### src/rtl/fifo_uart_tx.sv
// fifo_uart_tx: pops words from an upstream FIFO and sends each as a start/data(LSB first)/stop serial frame.
// Latency: pop strobe is combinational; tx_o drops to the start bit on the edge after the pop; frame = (DATA_WIDTH+2)*CLKS_PER_BIT cycles.
// Backpressure: never pops while empty_i=1; a new word is taken only in IDLE or on the final stop-bit cycle, so frames run back-to-back.
//
// Ports:
//   clk_i    rising-edge clock
//   reset_i  asynchronous active-low reset
//   empty_i  FIFO empty flag
//   data_i   FIFO head word, valid while empty_i=0
//   read_o   one-cycle pop strobe to the FIFO
//   tx_o     registered serial line, idle high
//   busy_o   registered, high while a frame is in progress
module fifo_uart_tx #(
  parameter int DATA_WIDTH   = 8,
  parameter int CLKS_PER_BIT = 16
) (
  input  logic                  clk_i,
  input  logic                  reset_i,
  input  logic                  empty_i,
  input  logic [DATA_WIDTH-1:0] data_i,
  output logic                  read_o,
  output logic                  tx_o,
  output logic                  busy_o
);

  localparam int BAUD_W = (CLKS_PER_BIT > 1) ? $clog2(CLKS_PER_BIT) : 1;
  localparam int IDX_W  = (DATA_WIDTH > 1) ? $clog2(DATA_WIDTH) : 1;

  localparam logic [BAUD_W-1:0] BAUD_LAST = BAUD_W'(CLKS_PER_BIT - 1);
  localparam logic [BAUD_W-1:0] BAUD_ONE  = BAUD_W'(1);
  localparam logic [IDX_W-1:0]  IDX_LAST  = IDX_W'(DATA_WIDTH - 1);
  localparam logic [IDX_W-1:0]  IDX_ONE   = IDX_W'(1);

  typedef enum logic [1:0] {
    S_IDLE  = 2'd0,
    S_START = 2'd1,
    S_DATA  = 2'd2,
    S_STOP  = 2'd3
  } state_e;

  state_e                state_q, state_d;
  logic [BAUD_W-1:0]     baud_q, baud_d;
  logic [IDX_W-1:0]      idx_q, idx_d;
  logic [DATA_WIDTH-1:0] shift_q, shift_d;
  logic                  tx_q, tx_d;
  logic                  busy_q, busy_d;

  logic                  bit_end;
  logic                  pop;

  // Last clock of the current serial bit.
  assign bit_end = (baud_q == BAUD_LAST);

  // Pop in IDLE, or on the final stop-bit cycle so the next start bit
  // follows the stop bit with no idle gap. Gated by reset_i so no pop is
  // requested while the block is held in reset.
  assign pop = reset_i && !empty_i &&
               ((state_q == S_IDLE) || ((state_q == S_STOP) && bit_end));

  assign read_o = pop;
  assign tx_o   = tx_q;
  assign busy_o = busy_q;

  always_comb begin
    state_d = state_q;
    baud_d  = baud_q;
    idx_d   = idx_q;
    shift_d = shift_q;
    tx_d    = 1'b1;
    busy_d  = 1'b0;

    if (pop) begin
      // data_i is only looked at here; the frame in flight uses shift_q.
      state_d = S_START;
      baud_d  = '0;
      idx_d   = '0;
      shift_d = data_i;
    end else begin
      case (state_q)
        S_IDLE: begin
          baud_d = '0;
          idx_d  = '0;
        end
        S_START: begin
          if (bit_end) begin
            state_d = S_DATA;
            baud_d  = '0;
          end else begin
            baud_d = baud_q + BAUD_ONE;
          end
        end
        S_DATA: begin
          if (bit_end) begin
            baud_d = '0;
            if (idx_q == IDX_LAST) begin
              state_d = S_STOP;
            end else begin
              idx_d   = idx_q + IDX_ONE;
              // Present the next bit at shift_q[0].
              shift_d = shift_q >> 1;
            end
          end else begin
            baud_d = baud_q + BAUD_ONE;
          end
        end
        S_STOP: begin
          // A back-to-back pop is handled above; reaching here on the last
          // cycle means the FIFO was empty, so return to IDLE.
          if (bit_end) begin
            state_d = S_IDLE;
            baud_d  = '0;
          end else begin
            baud_d = baud_q + BAUD_ONE;
          end
        end
        default: begin
          state_d = S_IDLE;
          baud_d  = '0;
          idx_d   = '0;
        end
      endcase
    end

    // Line level is computed from the next state so tx_q changes on the
    // same edge as the state and is glitch-free at the pin.
    case (state_d)
      S_START: tx_d = 1'b0;
      S_DATA:  tx_d = shift_d[0];
      default: tx_d = 1'b1;
    endcase

    busy_d = (state_d != S_IDLE);
  end

  always_ff @(posedge clk_i or negedge reset_i) begin
    if (!reset_i) begin
      state_q <= S_IDLE;
      baud_q  <= '0;
      idx_q   <= '0;
      shift_q <= '0;
      tx_q    <= 1'b1;
      busy_q  <= 1'b0;
    end else begin
      state_q <= state_d;
      baud_q  <= baud_d;
      idx_q   <= idx_d;
      shift_q <= shift_d;
      tx_q    <= tx_d;
      busy_q  <= busy_d;
    end
  end

endmodule
### config.mk
export PLATFORM = sky130hd
export DESIGN_NAME = fifo_uart_tx
export DESIGN_NICKNAME = d
export VERILOG_FILES = /design/src/rtl/fifo_uart_tx.sv
export SDC_FILE = /design/constraint.sdc
export NUM_CORES = 1
export LEC_CHECK = 0
export ABC_AREA = 1
export CORE_MARGIN = 2
export CORE_UTILIZATION = 55
export DETAILED_ROUTE_END_ITERATION = 10
export GPL_ROUTABILITY_DRIVEN = 0
export GPL_TIMING_DRIVEN = 0
export MAX_ROUTING_LAYER = met4
export PLACE_DENSITY_LB_ADDON = 0.1
export SYNTH_ARGS = -nofsm -noshare
export SYNTH_HDL_FRONTEND = slang
export SYNTH_SLANG_ARGS = --single-unit
### constraint.sdc
create_clock -name clk_i -period 2.15 [get_ports clk_i]
set_input_delay 0.3225 -clock clk_i [delete_from_list [all_inputs] [get_ports clk_i]]
set_output_delay 0.3225 -clock clk_i [all_outputs]
set_load 0.03 [all_outputs]
==> parameters.txt, run 1 <==
Parameter                              Value

Layout
  Seq. cell area    476.7 um^2
  Combined area of the multi-input logic cells    457.9 um^2
  Antenna fix cells    0
  Area growth from synthesis to layout    20.13%
  Nets    145
  Number of fill cells    147
  Layout cells sized above 1    17.69%
  Final design area excluding fillers    1180 um^2

Worst setup path
  Cell chain of the critical path    ha_1 -> nand3_4 -> nand2_4 -> inv_4 -> nor2_8 -> buf_2
  Master of the slowest instance on the critical path    dfrtp_1
  Category of the critical setup timing path    reg -> out
  Data required time of the critical path    1.83 ns
  Endpoint of the lowest-slack register-to-register path    shift_q[0]
  Launch instance of the worst register-to-register path    idx_q[0]
  Worst setup SP type    flop
  Reg2reg setup slack    0.66 ns
  Cell count of the worst reg-to-reg path    7
  Kind of end point of the critical path    output pin
  Data arrival, critical path    1.66 ns
  Worst Path Max Fanout    9
  Delay contributed by the slowest stage of the critical path    0.40 ns

Global routing
  Via count of the first global-routing pass    716
  Total overflow reported by the global router    0
  Largest net degree at the start of global routing    21
  Wire length of the first global-routing pass    2967 um
  GR Util All Layers    20.35%
  Antenna violations before repair    0

Timing
  Slew at the pin closest to its max-slew limit    0.7994 ns
  Accumulated negative setup slack    0 ns
  Number of pins exceeding their max-slew limit in the final report    0
  # setup viols final    0
  Clock skew after layout    0.003589 ns
  Crit path time final    1.981 ns
  Endpoints failing hold    0
  Setup repair after global routing missed its margin    false
  Share of the clock period used by the worst path    92.14%
  FMAX    504.8 MHz
  Tightest slew margin relative to the limit    46.53%

Clock network
  Number of buffers on the longest clock path    2
  Cts bufs inserted    3
  Worst-skew pair later-pin latency    0.30 ns
  TritonCTS Sinks    19
  Root Buffer Master    clkbuf_4
  CTS tree    done
  Worst-path clk slew    0.11 ns
  Maximum level of the CTS H-tree    1

Logic synthesis
  Number of synthesized register bits    19
  Post-synthesis xor/xnor area fraction    1.783%
  Cell count after synthesis    111
  Mean Syn Cell Area    8.849 um^2
  Synth unique cells    21
  Fraction of the mapped netlist area in simple logic gates    38.85%
  Mapped Nets    125
  Post-synthesis adder-cell area fraction    3.822%
  Synth warnings    0
  Largest family of logic cells by synthesized area    simple AND/OR/NAND/NOR gates
  Compound-gate portion of the synthesized area    2.166%
  Mux cell area share after synthesis    0%
  Sequential cell area fraction in the yosys report    48.54%
  Post-synth design cell area    982.2 um^2

Floorplanning
  Die Outline Area    2140 um^2
  Effective utilization at floorplan    57.51%
  Die boundary width    46.26 um
  Height of the die    46.26 um
  Core Footprint    1708 um^2
  Num ports    14
  Number of rows in the core area    15

Detailed routing
  Final antenna-violating net count    0
  Via count    753
  Detailed router's first-iteration violation count    12
  Number of design rule violations left after detail routing    0
  Average wire per cell in the routed design    11.10 um
  Detailed-route wire length    1720 um
  Post-DR vias/cell    4.858
  First-pass iteration count of the detailed router    4

Run status
  Run status    finished, final reports clean

Run
  Max-cap viol count    0

Hold path
  Number of cells on the worst hold path    2
  Sink of the worst hold path    shift_q[7]
  Worst hold path startpoint    shift_q[7]
  Class of the worst hold path    reg -> reg

Place
  Number of buffers inserted by port buffering    13
  Placed cell area    1144 um^2
  Post-DP HPWL    1272 um

Pwr
  Maximum vdd drop    400.8 uV
  Power density over the cells    578.7 nW/um^2
  Leak pwr    0.5943 nW
[cell families after synthesis]
| family | count (synthesis) |
|---|---|
| and+or+nand+nor | 73 |
| DFF | 19 |
| buffers and inverters | 12 |
| adders and majority gates | 3 |
| AOI/OAI and AO/OA | 2 |
| xor gates and xnor gates | 2 |
[power by group]
group | switching, mW | internal [mW]
clock | 0.114 | 0.0724
combinational | 0.0594 | 0.0457
sequential | 0.0124 | 0.380
total | 0.185 | 0.498
[worst max-delay path by stage]
stage | start | end | slack [ns] | cells past startpoint
floorplan | baud_q[0] | read_o | 0.76 | 5
global placement | reset_i | read_o | -0.88 | 6
detailed placement | reset_i | read_o | -0.91 | 6
CTS | baud_q[0] | read_o | 0.04 | 6
global route | baud_q[0] | read_o | 0.07 | 6
finish | baud_q[0] | read_o | 0.17 | 6
[registers in the layout, summed over array words and instances, names as in the netlist]
| signal | flops |
|---|---|
| shift_q | 8 |
| tx_o | 1 |
| baud_q | 4 |
| state_q | 2 |
| busy_o | 1 |
| idx_q | 3 |
[Yosys cell counts (all sizes together)]
cell	number	area [um^2]
a21oi	1	5.000
and2	1	6.260
dfrtp	18	450.4
dfstp	1	26.28
ha	3	37.54
inv	12	47.55
nand2	46	212.7
nand3	18	112.6
nor2	6	38.79
nor3	1	5.000
o21ai	1	16.27
or2	1	6.260
xnor2	1	8.760
xor2	1	8.760
[layer usage]
metal | global-route usage [%] | routed length, um | up-vias
met4 | 10.29 | 25 | 0
met5 | - | 0 | -
met1 | 25.67 | 814 | 349
met2 | 30.28 | 817 | 13
li1 | - | - | 387
met3 | 4.706 | 62 | 4
[cell type report]
| type | count | share of cell area (%) |
|---|---|---|
| inverters | 12 | 4.030 |
| well taps | 25 | 2.651 |
| repair buffers | 15 | 11.88 |
| multi-input cells | 80 | 38.81 |
| clock buffers | 4 | 2.227 |
| flip-flops and latches | 19 | 40.40 |
[stage by stage]
| step | util (%) | total power [mW] | hold WS (ns) | worst slack (ns) | std cells |
|---|---|---|---|---|---|
| 2_1_floorplan | - | 0.4589 | 0.02691 | 0.7622 | 111 |
| 3_3_place_gp | 66.96 | 0.4993 | 0.4549 | -0.8805 | 149 |
| 3_5_place_dp | 66.96 | 0.5041 | 0.4590 | -0.9127 | 149 |
| 4_1_cts | 68.64 | 0.6874 | 0.06680 | 0.03844 | 153 |
| 5_1_grt | 69.08 | 0.7216 | 0.5000 | 0.07487 | 155 |
| 6_report | 69.08 | 0.6828 | 0.4794 | 0.1690 | 155 |
[cells in the final DEF (no fill, tap or decap)]
cell             count
a21oi_1              1
and2_1               1
buf_2                2
clkbuf_1             1
clkbuf_4             3
clkdlybuf4s50_1     11
dfrtp_1             18
dfstp_2              1
dlygate4sd3_1        2
ha_1                 3
inv_1                8
inv_2                3
inv_4                1
nand2_1             38
nand2_2              4
nand2_4              4
nand3_1             15
nand3_2              2
nand3_4              1
nor2_1               5
nor2_8               1
nor3_1               1
o21ai_4              1
or2_0                1
xnor2_1              1
xor2_1               1
[critical path: cells and delay by family, from the launching register on]
| family | cells | cell delay, ns |
|---|---|---|
| AND/OR/NAND/NOR | 3 | 0.44 |
| adder cells (fa/ha/maj) | 1 | 0.24 |
| flip-flops | 1 | 0.40 |
| buffers and inverters | 2 | 0.27 |
[what timing repair did]
item / 4_1_cts / 5_1_grt
pin swaps: 0 / 0
resized for setup: 6 / 4
setup endpoints to repair: 1 / 1
endpoints found under the hold margin: 0 / 18
buffers inserted: 0 / 0
hold buffers: 0 / 2
Power figures use the tool's default switching activity.
==> run 2, diff against run 1 <==
--- a/config.mk
+++ b/config.mk
@@ -5,7 +5,7 @@
 export SDC_FILE = /design/constraint.sdc
 export NUM_CORES = 1
 export LEC_CHECK = 0
-export ABC_AREA = 1
+export ABC_AREA = 0
 export CORE_MARGIN = 2
 export CORE_UTILIZATION = 55
 export DETAILED_ROUTE_END_ITERATION = 10
==> run 2 against run 1 <==
- sequential power rose by 52%
- register-to-register slack worse by 0.33 ns
- worst setup slack got worse by 0.054 ns
- via count shrank 7.0%
- clock skew is 0.0013 ns higher
- global-route usage up 0.13 points
==> parameters.txt, run 2 <==
Parameter                              Value

Clock network
  CTS tree    done
  Cts bufs inserted    3
  Maximum level of the CTS H-tree    1
  Root Buffer Master    clkbuf_4
  Number of buffers on the longest clock path    2
  Worst-path clk slew    0.10 ns
  Worst-skew pair later-pin latency    0.29 ns
  TritonCTS Sinks    19

Pwr
  Total power consumption of the routed design    1.195 mW
  Power density over the cells    989.7 nW/um^2
  Leak pwr    0.5693 nW
  Maximum vdd drop    725.7 uV

Logic synthesis
  Leading register cell type out of synthesis    dfrtp_1
  Main area contributors after synthesis    dfrtp_1 (45%), a22o_4 (7.0%), a21o_1 (4.5%)
  Post-synth design cell area    996.0 um^2
  Mapped Nets    94
  Synth unique cells    36
  Most frequent cell after synthesis    dfrtp_1
  Cell count after synthesis    80
  EDFF count, synth    0
  Mean Syn Cell Area    12.45 um^2
  Async set or reset register ratio after synthesis    100.0%
  Number of synthesized register bits    19
  Cell taking the most area after synthesis    dfrtp_1
  Synth warnings    0
  Sequential cell area fraction in the yosys report    47.86%
  Top post-synthesis cells by count    dfrtp_1 (18), a21o_1 (6), a22o_1 (4), a22o_4 (4)
  Share of the synthesized area in the top cell type    45.23%

Global routing
  Total overflow reported by the global router    0
  Antenna violations before repair    0
  Via count of the first global-routing pass    714
  Fraction of met3 tracks used by global routing    3.137%
  Met1 routing resource usage after global routing    23.40%
  GR Util All Layers    20.48%
  Largest net degree at the start of global routing    19
  Wire length of the first global-routing pass    2973 um
  Busiest grt layer    met2
  Fraction of met2 tracks used by global routing    32.50%

Worst setup path
  Master of the slowest instance on the critical path    dfrtp_1
  Data arrival, critical path    1.71 ns
  Delay contributed by the slowest stage of the critical path    0.40 ns
  Cell chain of the critical path    ha_1 -> nand4_1 -> o21bai_2 -> buf_6 -> buf_2
  Data required time of the critical path    1.83 ns
  Worst Path Max Fanout    10
  Buffers plus inverters on the worst setup path    2
  Cell type group with the largest total delay on the critical path    flip-flops
  Category of the critical setup timing path    reg -> out
  Kind of end point of the critical path    output pin
  Worst setup SP type    flop

Layout
  Nets    115
  Area growth from synthesis to layout    21.23%
  Leading cell type in the layout, fill and taps excluded    dfrtp_1
  Commonest cells after routing, fill and taps aside    dfrtp_1 (18), clkdlybuf4s50_1 (11), a21o_1 (6), a22o_4 (4), a22o_1 (4)
  Layout cells sized above 1    23.00%
  Largest Register    shift_q
  Biggest registers after layout    shift_q: 8 flops, baud_q: 4 flops, idx_q: 3 flops
  Post-Route Utilization    70.70%
  Antenna fix cells    0
  Final design area excluding fillers    1207 um^2
  Max reg flops    8

Floorplanning
  Die boundary width    46.56 um
  Core Footprint    1708 um^2
  Number of rows in the core area    15
  Height of the die    46.56 um
  Num ports    14
  Die Outline Area    2167 um^2
  Effective utilization at floorplan    58.32%

Timing
  # setup viols final    0
  Hold WS    0.01862 ns
  Number of pins exceeding their max-slew limit in the final report    0
  Accumulated negative setup slack    0 ns
  FMAX    491.4 MHz
  Share of the clock period used by the worst path    94.66%
  Clock skew after layout    0.004851 ns
  Endpoints failing hold    0
  Tightest slew margin relative to the limit    44.15%
  Slew at the pin closest to its max-slew limit    0.8350 ns
  Setup repair after global routing missed its margin    false
  Crit path time final    2.035 ns

Detailed routing
  Via count    700
  Post-DR vias/cell    5.600
  First-pass iteration count of the detailed router    2
  Detailed-route wire length    1757 um
  Average wire per cell in the routed design    14.06 um
  Number of design rule violations left after detail routing    0
  Final antenna-violating net count    0
  Detailed router's first-iteration violation count    8

Place
  Post-DP HPWL    1265 um
  Number of buffers inserted by port buffering    13
  Placed cell area    1157 um^2

Run status
  Run status    finished, final reports clean

Hold path
  Class of the worst hold path    in -> async

Run
  Max-cap viol count    0
-- run 2: cell count changes in the layout (fill, tap and decap cells not counted), moves of 5 or more --
| cell | previous run | this run |
|---|---|---|
| a21o_1 | 0 | 6 |
| inv_1 | 8 | 3 |
| nand2_1 | 38 | 3 |
| nand3_1 | 15 | 0 |
-- run 2: worst paths after layout --
check	from	to	slack (ns)	cells past startpoint
max	baud_q[0]	read_o	0.11	5
min	reset_i	tx_o	0.02	1
max reg2reg	idx_q[0]	shift_q[3]	0.33	6
min reg2reg	shift_q[4]	shift_q[4]	0.49	1
max in group asynchronous	reset_i	shift_q[4]	0.88	2
min in group clk_i	reset_i	busy_o	0.34	3
-- run 2: power by group --
group | switching [mW] | internal [mW]
Combinational | 0.207 | 0.219
Clock | 0.102 | 0.0721
Sequential | 0.0990 | 0.496
-- run 2: worst register-to-register path: cells and delay by family (launching register included) --
| family | cells | cell delay (ns) |
|---|---|---|
| AND/OR/NAND/NOR | 2 | 0.48 |
| adder cells (fa/ha/maj) | 2 | 0.46 |
| flip-flops | 1 | 0.40 |
| buffers and inverters | 1 | 0.20 |
| AO/OA/AOI/OAI | 1 | 0.18 |
-- run 2: metrics by stage --
step | cells | worst slack (ns)
2_1_floorplan | 80 | 0.4892
3_3_place_gp | 118 | -1.119
3_5_place_dp | 118 | -1.157
4_1_cts | 125 | 0.05574
5_1_grt | 125 | 0.03361
6_report | 125 | 0.1148
-- run 2: repair_timing --
action	4_1_cts	5_1_grt
resized for setup	10	1
hold endpoints to repair	18	0
cloned	0	0
pin swaps	2	0
hold buffers	1	0
buffers inserted	2	0
endpoints found under the setup margin	10	1
-- run 2: cells by family after synthesis --
kind of cell	after synthesis	share of synthesized area, %
buffers and inverters	7	4.648
adders and majority gates	3	3.769
xor gates and xnor gates	2	1.759
muxes	4	4.271
and+or+nand+nor	19	13.94
AOI/OAI and AO/OA	26	23.74
DFF	19	47.86
-- run 2: cell type report --
class,instances,area (um^2)
Fill cell,128,500.5
Buffer,4,35.03
Clock buffer,4,26.28
Multi-Input combinational cell,54,481.7
Timing Repair Buffer,16,145.1
Tap cell,25,31.28
Inverter,3,11.26
Sequential cell,19,476.7
-- run 2: layer usage --
| metal | vias to the layer above | part of all wire [%] |
|---|---|---|
| met4 | 0 | 3.1 |
| met1 | 341 | 43 |
| li1 | 336 | - |
| met3 | 6 | 4.5 |
| met2 | 17 | 49 |
| met5 | - | 0 |
